<file path="src/rtl/wb_issue_arbiter.sv">
// Write-back issue arbiter: static-priority lane select with burst lock and a
// single output register. Optional starvation ageing under `WB_AGE_EN.
module wb_issue_arbiter #(
  parameter int WIDTH   = 4,
  parameter int DATA_W  = 64,
  parameter int SRC_W   = 2,
  parameter int AGE_MAX = 15
) (
  input  logic                    clk_i,
  input  logic                    rst_i,
  input  logic [WIDTH-1:0]        req_valid_i,
  input  logic [WIDTH-1:0]        req_last_i,
  input  logic [WIDTH*DATA_W-1:0] req_data_i,
  output logic [WIDTH-1:0]        req_ready_o,
  output logic                    wb_valid_o,
  output logic [DATA_W-1:0]       wb_data_o,
  output logic [SRC_W-1:0]        wb_src_o,
  output logic                    wb_last_o,
  input  logic                    wb_ready_i,
  output logic                    busy_o
);

  typedef enum logic {IDLE, LOCKED} state_e;

  state_e            state_q, state_d;
  logic [SRC_W-1:0]  owner_q, owner_d;
  logic              wb_valid_q, wb_valid_d;
  logic [DATA_W-1:0] wb_data_q, wb_data_d;
  logic [SRC_W-1:0]  wb_src_q, wb_src_d;
  logic              wb_last_q, wb_last_d;

  logic              out_free;
  logic              acc;
  logic [WIDTH-1:0]  cand;
  logic [SRC_W-1:0]  sel;
  logic [DATA_W-1:0] sel_data;
  logic              sel_last;

`ifdef WB_AGE_EN
  localparam int AGE_W = $clog2(AGE_MAX + 1);
  logic [AGE_W-1:0] age_q [WIDTH];
  logic [AGE_W-1:0] age_d [WIDTH];
  logic [WIDTH-1:0] aged;
`endif

  always_comb begin
    out_free = !wb_valid_q || wb_ready_i;
    cand     = req_valid_i;
`ifdef WB_AGE_EN
    for (int i = 0; i < WIDTH; i++) begin
      aged[i] = req_valid_i[i] && (age_q[i] == AGE_W'(AGE_MAX));
    end
    if (|aged) cand = aged;
`endif
    sel = owner_q;
    if (state_q == IDLE) begin
      sel = '0;
      for (int i = WIDTH - 1; i >= 0; i--) begin
        if (cand[i]) sel = SRC_W'(i);
      end
    end

    req_ready_o = '0;
    sel_data    = '0;
    sel_last    = 1'b0;
    for (int i = 0; i < WIDTH; i++) begin
      if (SRC_W'(i) == sel) begin
        req_ready_o[i] = out_free && !rst_i &&
                         ((state_q == IDLE) ? cand[i] : req_valid_i[i]);
        sel_data = req_data_i[i*DATA_W +: DATA_W];
        sel_last = req_last_i[i];
      end
    end
    acc = |req_ready_o;

    state_d    = state_q;
    owner_d    = owner_q;
    wb_valid_d = wb_valid_q;
    wb_data_d  = wb_data_q;
    wb_src_d   = wb_src_q;
    wb_last_d  = wb_last_q;
    if (acc) begin
      // Drain and accept in one cycle simply reloads: no bubble.
      wb_valid_d = 1'b1;
      wb_data_d  = sel_data;
      wb_src_d   = sel;
      wb_last_d  = sel_last;
      owner_d    = sel;
      state_d    = sel_last ? IDLE : LOCKED;
    end else if (wb_ready_i) begin
      wb_valid_d = 1'b0;
    end

`ifdef WB_AGE_EN
    for (int i = 0; i < WIDTH; i++) begin
      age_d[i] = age_q[i];
      if (!req_valid_i[i] || req_ready_o[i]) age_d[i] = '0;
      else if (age_q[i] != AGE_W'(AGE_MAX)) age_d[i] = age_q[i] + 1'b1;
    end
`endif
  end

  always_ff @(posedge clk_i) begin
    if (rst_i) begin
      state_q    <= IDLE;
      owner_q    <= '0;
      wb_valid_q <= 1'b0;
      wb_data_q  <= '0;
      wb_src_q   <= '0;
      wb_last_q  <= 1'b0;
    end else begin
      state_q    <= state_d;
      owner_q    <= owner_d;
      wb_valid_q <= wb_valid_d;
      wb_data_q  <= wb_data_d;
      wb_src_q   <= wb_src_d;
      wb_last_q  <= wb_last_d;
    end
  end

`ifdef WB_AGE_EN
  always_ff @(posedge clk_i) begin
    for (int i = 0; i < WIDTH; i++) begin
      if (rst_i) age_q[i] <= '0;
      else       age_q[i] <= age_d[i];
    end
  end
`endif

  assign wb_valid_o = wb_valid_q;
  assign wb_data_o  = wb_data_q;
  assign wb_src_o   = wb_src_q;
  assign wb_last_o  = wb_last_q;
  assign busy_o     = (state_q == LOCKED) || wb_valid_q;

endmodule

</file>
<file path="config.mk">
export PLATFORM = sky130hd
export DESIGN_NAME = wb_issue_arbiter
export DESIGN_NICKNAME = d
export VERILOG_FILES = /design/src/rtl/wb_issue_arbiter.sv
export SDC_FILE = /design/constraint.sdc
export NUM_CORES = 1
export LEC_CHECK = 0
export ABC_AREA = 0
export BUFFER_PORTS_ARGS = -buffer_cell sky130_fd_sc_hd__buf_2
export CORE_AREA = 2 2 130 132
export CTS_CLUSTER_DIAMETER = 80
export DETAILED_ROUTE_END_ITERATION = 7
export DIE_AREA = 0 0 132 134
export PLACE_DENSITY_LB_ADDON = 0.3
export SKIP_LAST_GASP = 1
export SLEW_MARGIN = 40
export SYNTH_ARGS = -nofsm -noshare
export SYNTH_HDL_FRONTEND = slang
export SYNTH_SLANG_ARGS = --single-unit
</file>
<file path="constraint.sdc">
create_clock -name clk_i -period 2.6 [get_ports clk_i]
set_input_delay 0.13 -clock clk_i [delete_from_list [all_inputs] [get_ports clk_i]]
set_output_delay 0.13 -clock clk_i [all_outputs]
set_load 0.05 [all_outputs]
</file>
== Word-level counts from Yosys, hierarchy flattened ==
Cells that the tools add are included.
Widths: inputs -> output; s select.

* Flip-flop bits (word level): 69
* Bits of input ports: 267
* Output and inout port bits: 73
* Logic and storage cells: 40

* Equal/unequal tests: 3
* Mux-type cells: 20
* Reduce and logical (&&, ||, !) cells: 12

{| class="wikitable"
|+ Operator list
! kind !! number
|-
| $mux 64 || 4
|-
| $mux 1 || 11
|-
| $mux 2 || 5
|-
| $logic_and 1x1->1 || 5
|-
| $eq 2x2->1 const A || 2
|-
| $reduce_or 4->1 || 1
|-
| $eq 1x2->1 const A || 1
|-
| $logic_not 1->1 || 2
|-
| $logic_not 2->1 || 1
|-
| $logic_or 1x1->1 || 2
|-
| $reduce_bool 2->1 || 1
|}

== Depth between registers and ports, before layout ==
Gate-level depths: netlist (run 1).

* Depth in word-level cells: 11
* Depth in mapped cells: 9
* Mapped depth without buffers: 5

== Worst setup path before layout (run 1) ==
No wires, ideal clock.

* Kind: register -> output
* Start point: register wb_src_o[0] (netlist name)
* End point: output port req_ready_o[1]
* Data arrival time: 2.029 ns
* Required time: 2.470 ns
* Setup slack: 0.441 ns
* Stages on the path, launching flop included: 6
* Buffers on the path: 2
* Path through: dfxtp_1 > nand2_1 > o31a_1 > buf_2 > clkbuf_1 > nor2_1

{| class="wikitable"
|+ RTL lines
! item !! line !! text
|-
| end, declared || 14 || <nowiki>output logic [WIDTH-1:0] req_ready_o,</nowiki>
|}

== Worst setup path after layout (run 1) ==
* Start point: register state_q
* End point: output port req_ready_o[3]

* Longest elaborated chain between the ends: 3

{| class="wikitable"
|+ Ends and longest elaborated chain
! item !! line !! text
|-
| start, declared || 25 || <nowiki>state_e state_q, state_d;</nowiki>
|-
| start signal, assigned || 112 || <nowiki>state_q <= state_d;</nowiki>
|-
| $mux 2 || 56 || <nowiki>if (state_q == IDLE) begin</nowiki>
|-
| $eq 2x2->1 || 67 || <nowiki>if (SRC_W'(i) == sel) begin</nowiki>
|-
| $mux 1 || 67 ||
|}

Every way passes these cells.

==> reports/qor.csv, run 1 <==
metric;value;unit
post-synthesis instance total;547;
Initial DRC Count;132;
CTS tree;built;
worst hold path startpoint;wb_ready_i;
total grt overflow;0;
GPL Wtd Cong;0.7708;
post-CTS setup buffer count;0;
Clk pin slew, worst setup/hold paths;50;ps
Initial Util;29.03;%
placed cell count;1074;
area of the multi-input gates;3100;um2
Leak;3.284;nW
PwrDens;603.0;nW/um2
crit start category;register;
distinct cell type count after synthesis;31;
average wire per standard cell;14.39;um
CP bufs+invs;2;
clock root cell;clkbuf_16;
Crit Path Max Fanout;25;
vias in the first global route;5022;
CP Capture Type;primary output;
slowest stage cell on the critical path;dfxtp_1;
residual DRC count;0;
Area contributors post-synth;dfxtp_1 29%, mux2i_1 28%, nand2_1 11%, nor3b_1 10%, a31o_2 9.3%;
Via density;4.659;
Least-Margin Pin Slew;809.1;ps
I/O Buffers;339;
relative slew slack;46.06;%
Top FF cell, synth;dfxtp_1;
Post-CTS Resized;0;
reg2reg start;state_q;
final setup violation count;0;
initial antenna violation count;0;
clock network power share;26.8;%
Layout Cells excl Fill;1089;
worst path cell trace;o21bai_2 -> o31ai_4 -> buf_12 -> and2_1 -> and3_1 -> buf_2;
CP top delay family;compound AO/OA/AOI/OAI gates;
YS warnings;0;
sequential cell area;1381;um2
DIE AREA;17690;um2
Mapped Nets;814;
fill count;1691;
Clock Sinks;69;
Skew-Pair Late Insertion Delay;330;ps
Min-Delay Path Class;in -> reg;
crit share post-route;85.58;%
hpwl dp;12130;um
critical path launch point;state_q;
part of the power in registers;30.9;%
H-tree depth;3;
GRT Util Overall;17.44;%
die width;132;um
core footprint;16290;um2
worst stage delay on the critical path;390;ps
Syn Area/Cell;8.646;um2
vias post-DR;5074;
Hold Fails Final Rpt;0;
sw power;1.633;mW
largest net degree at the start of global routing;71;
antenna-violating nets left;0;
worst endpoint required time;2470;ps
min Tclk post-route;2225;ps
status;completed;
Nets;1133;
Seq/Total Area, Yosys;29.21;%
unrepaired setup endpoints after global routing;false;
max-cap violations;0;
number of buffers created by CTS;9;
Clock Skew;4.263;ps
max-slew violation count;0;
cell taking the most area after synthesis;dfxtp_1;
Synth top cells by count;134 x nand2_1, 132 x mux2i_1, 69 x dfxtp_1;
count leader, synth;nand2_1;
Ant. Diodes;0;
final setup TNS;0;ps
P_int;2.557;mW
DRT Pass-1 Iters;4;
CP Class;reg -> out;
maximum clock rate;449.4;MHz
Syn-to-layout area delta;46.90;%
row count;47;
register bit count reported by yosys;69;
post-synth top area share;29.21;%
hold_buf cts;0;
Worst Path Arrival;2100;ps
Mapped Area;4730;um2
Net Sw Frac;38.97;%
final wirelength;15670;um
part of the power in combinational logic;42.4;%
Post-synth EDFFs;0;
I/O Pins;340;
Longest Clk Path Bufs;2;
share of layout cells above drive strength 1;49.71;%
DIE HEIGHT;134;um
global-route wire length before repair;24920;um
VDD IR-drop max;0.0002706;V
ys async rst share;0;%
final timing paths:
check | cells past startpoint | endpoint | slack (ps)
setup / recovery | 6 | req_ready_o[3] | 370
hold reg to reg | 2 | wb_valid_o | 580
hold / removal | 3 | wb_valid_o | 130
setup reg to reg | 7 | wb_data_o[33] | 410
worst register-to-register path, stage by stage, from the launching register on:
cell and delay (ps):
dfxtp_1 390, o21bai_2 270, o31ai_4 260, buf_12 260, buf_12 270, mux2i_1 310
nand2_1 80, a31o_2 240
cell families (layout without fill, tap and decap cells):
family	Yosys count	count (layout)	share of synthesized area, %
and+or+nand+nor	217	217	23.15
AOI/OAI and AO/OA	76	76	13.94
buffers and inverters	53	375	5.767
DFF	69	69	29.21
muxes	132	132	27.94
per-layer routing:
metal	part of all wire (%)	global-route usage, %	up-vias	routed length (um)
met2	51	31.54	218	7915
met1	40	19.38	2232	6294
met3	6.9	4.724	25	1083
met5	0	0	-	0
li1	-	-	2599	-
met4	2.4	7.065	0	380
sequential cells by signal, summed over array words and instances (netlist names):
signal,cells
wb_data_o,64
wb_valid_o,1
wb_last_o,1
wb_src_o,2
state_q,1
power groups by stage:
stage	sequential (mW)	clock, mW	combinational [mW]
3_5_place_dp	1.32	0	1.79
2_1_floorplan	1.89	0	0.684
3_3_place_gp	1.31	0	1.79
5_1_grt	1.32	1.21	1.90
6_report	1.29	1.12	1.77
4_1_cts	1.29	1.18	1.79
area by class of cell:
type / instances / area share (%)
clock buffers: 12 / 3.692
clock inverters: 2 / 0.1441
inverters: 1 / 0.05402
multi-input cells: 425 / 44.62
flip-flops and latches: 69 / 19.88
well taps: 220 / 3.962
repair buffers: 360 / 27.64
through the flow:
step | utilization [%] | hold slack, ps | total power, mW | cell area, um2 | setup slack (ps)
2_1_floorplan | - | 324.3 | 2.571 | 4730 | 441.2
3_3_place_gp | 40.95 | 475.3 | 3.095 | 6670 | 425.9
3_5_place_dp | 40.95 | 479.5 | 3.102 | 6670 | 385.6
4_1_cts | 42.58 | 122.2 | 4.262 | 6937 | 351.8
5_1_grt | 42.65 | 142.0 | 4.427 | 6948 | 254.8
6_report | 42.65 | 129.8 | 4.190 | 6948 | 374.9
cell usage in the layout, fill, tap and decap left out, types with 3 or more instances in the layout:
| cell | instances |
|---|---|
| dfxtp_1 | 69 |
| buf_4 | 15 |
| buf_2 | 339 |
| a21oi_1 | 3 |
| a31o_1 | 15 |
| a31o_2 | 50 |
| clkbuf_16 | 9 |
| mux2i_1 | 132 |
| buf_12 | 5 |
| nand2_1 | 134 |
| nor3b_1 | 63 |
| nor2_1 | 8 |
(Power assumes the default switching activity.)
==> run 2, diff against run 1 <==
- CORE_AREA: 2 2 130 132 -> 2 2 133 135
- DIE_AREA: 0 0 132 134 -> 0 0 135 137
- clock period: 2.6 -> 1.8 ns (I/O delays scaled with it)
==> reports/qor.csv, run 2 (synthesis results as in run 1) <==
metric;value;unit;change
Worst Path Arrival;2090;ps;was 2100 ps
final setup violation count;51;;was 0
Leak;3.704;nW;was 3.284 nW
max reg flops;64;;unchanged
Clock Skew;5.157;ps;was 4.263 ps
CP Capture Type;register;;was primary output
failing checks;setup timing;;
Clock Sinks;69;;unchanged
PwrDens;851.2;nW/um2;was 603.0 nW/um2
Skew-Pair Late Insertion Delay;330;ps;about the same
min Tclk post-route;1868;ps;
total grt overflow;0;;unchanged
vias in the first global route;5092;;was 5022
Hold Fails Final Rpt;0;;unchanged
Nets;1171;;was 1133
unrepaired setup endpoints after global routing;true;;was false
crit start category;register;;unchanged
Clk pin slew, worst setup/hold paths;60;ps;was 50 ps
Ant. Diodes;0;;unchanged
vias post-DR;5386;;was 5074
average wire per standard cell;16.37;um;was 14.39 um
hpwl dp;12190;um;was 12130 um
Longest Clk Path Bufs;2;;unchanged
H-tree depth;3;;unchanged
DRT Pass-1 Iters;4;;unchanged
clock root cell;clkbuf_16;;unchanged
antenna-violating nets left;0;;unchanged
most frequent cells in the layout;335 x buf_2, 132 x nand2_1, 109 x mux2i_1;;was 339 x buf_2, 134 x nand2_1, 132 x mux2i_1
I/O Pins;340;;unchanged
status;finished with violations;;was completed
Min-Delay Path Class;in -> reg;;unchanged
Initial Util;27.73;%;was 29.03%
DIE AREA;18500;um2;was 17690 um2
maximum clock rate;535.2;MHz;
die width;135;um;was 132 um
Hold WS;29.96;ps;was 129.8 ps
VDD IR-drop max;0.0003893;V;was 0.0002706 V
GRT Util Overall;17.95;%;was 17.44%
max-slew violation count;0;;unchanged
Crit Path Max Fanout;7;;was 25
residual DRC count;0;;unchanged
DIE HEIGHT;137;um;was 134 um
share of layout cells above drive strength 1;56.72;%;was 49.71%
GPL Wtd Cong;0.7499;;was 0.7708
CP Class;reg -> reg;;was reg -> out
leading cell type in the layout, fill and taps excluded;buf_2;;unchanged
Least-Margin Pin Slew;403.2;ps;was 809.1 ps
post-route cell area;7986;um2;was 6948 um2
Via density;4.754;;was 4.659
relative slew slack;73.12;%;was 46.06%
final wirelength;18550;um;was 15670 um
largest net degree at the start of global routing;70;;was 71
max-cap violations;0;;unchanged
hold_buf cts;0;;unchanged
Syn-to-layout area delta;68.86;%;was 46.90%
initial antenna violation count;0;;unchanged
I/O Buffers;339;;unchanged
post-layout worst setup margin;-68.49;ps;was 374.9 ps
global-route wire length before repair;25940;um;was 24920 um
Initial DRC Count;162;;was 132
placed inst area;6874;um2;was 6670 um2
fill count;1737;;was 1691
FF-to-FF setup slack;-70;ps;was 410 ps
worst endpoint required time;2020;ps;was 2470 ps
CTS tree;built;;unchanged
row count;48;;was 47
core footprint;17060;um2;was 16290 um2
crit share post-route;103.8;%;
number of buffers created by CTS;9;;unchanged
[run 2: repair_timing]
action	in CTS	in global routing
endpoints found under the setup margin	69	71
gates cloned	5	7
setup buffers	5	4
resized for setup	55	50
pin swaps	19	64
[run 2: layer usage]
metal / wire, um / vias up / part of all wire (%) / track usage (%)
met5: 0 / - / 0 / 0
li1: - / 2679 / - / -
met3: 1257 / 14 / 6.8 / 4.704
met4: 260 / 0 / 1.4 / 4.803
met2: 9585 / 192 / 52 / 33.33
met1: 7443 / 2501 / 40 / 20.29
[run 2: area by class of cell]
type / count / area [um2] / area share [%]
multi-input cells: 425 / 3318 / 41.55
repair buffers: 398 / 2680 / 33.56
flip-flops and latches: 69 / 1388 / 17.37
well taps: 225 / 281.5 / 3.525
clock buffers: 11 / 242.7 / 3.039
clock inverters: 4 / 72.57 / 0.9087
inverters: 1 / 3.754 / 0.04700
[run 2: worst paths after layout]
kind,start,cells past startpoint,to
hold / removal,wb_ready_i,3,wb_valid_o
hold reg to reg,wb_valid_o,2,wb_valid_o
setup / recovery,state_q,8,wb_data_o[46]
setup reg to reg,state_q,8,wb_data_o[46]
[run 2: critical path: stages (launching register included)]
cell	delay (ps)
dfxtp_2	320
o21bai_4	190
o31ai_4	260
buf_6	180
buf_16	160
buf_8	130
mux2i_2	220
nand2_1	80
a31o_2	220
[run 2: metrics by stage]
step | TNS [ps] | worst slack, ps | cells | utilization (%) | total power, mW
after detailed placement | -2402 | -74.77 | 1097 | 40.30 | 4.553
after CTS | -4360 | -107.8 | 1122 | 44.54 | 6.692
final | -1649 | -68.49 | 1133 | 46.82 | 6.798
after global routing | -6241 | -146.0 | 1133 | 46.82 | 7.149
after global placement | -832.8 | -59.16 | 1097 | 40.30 | 4.535
after floorplan | -810.5 | -29.03 | 547 | - | 3.726
[run 2: power by group]
part	switching, mW	total [mW]	internal (mW)	leakage (nW)
combinational	1.79	3.01	1.22	2.98
clock	0.684	1.93	1.24	0.152
sequential	0.0934	1.86	1.77	0.576
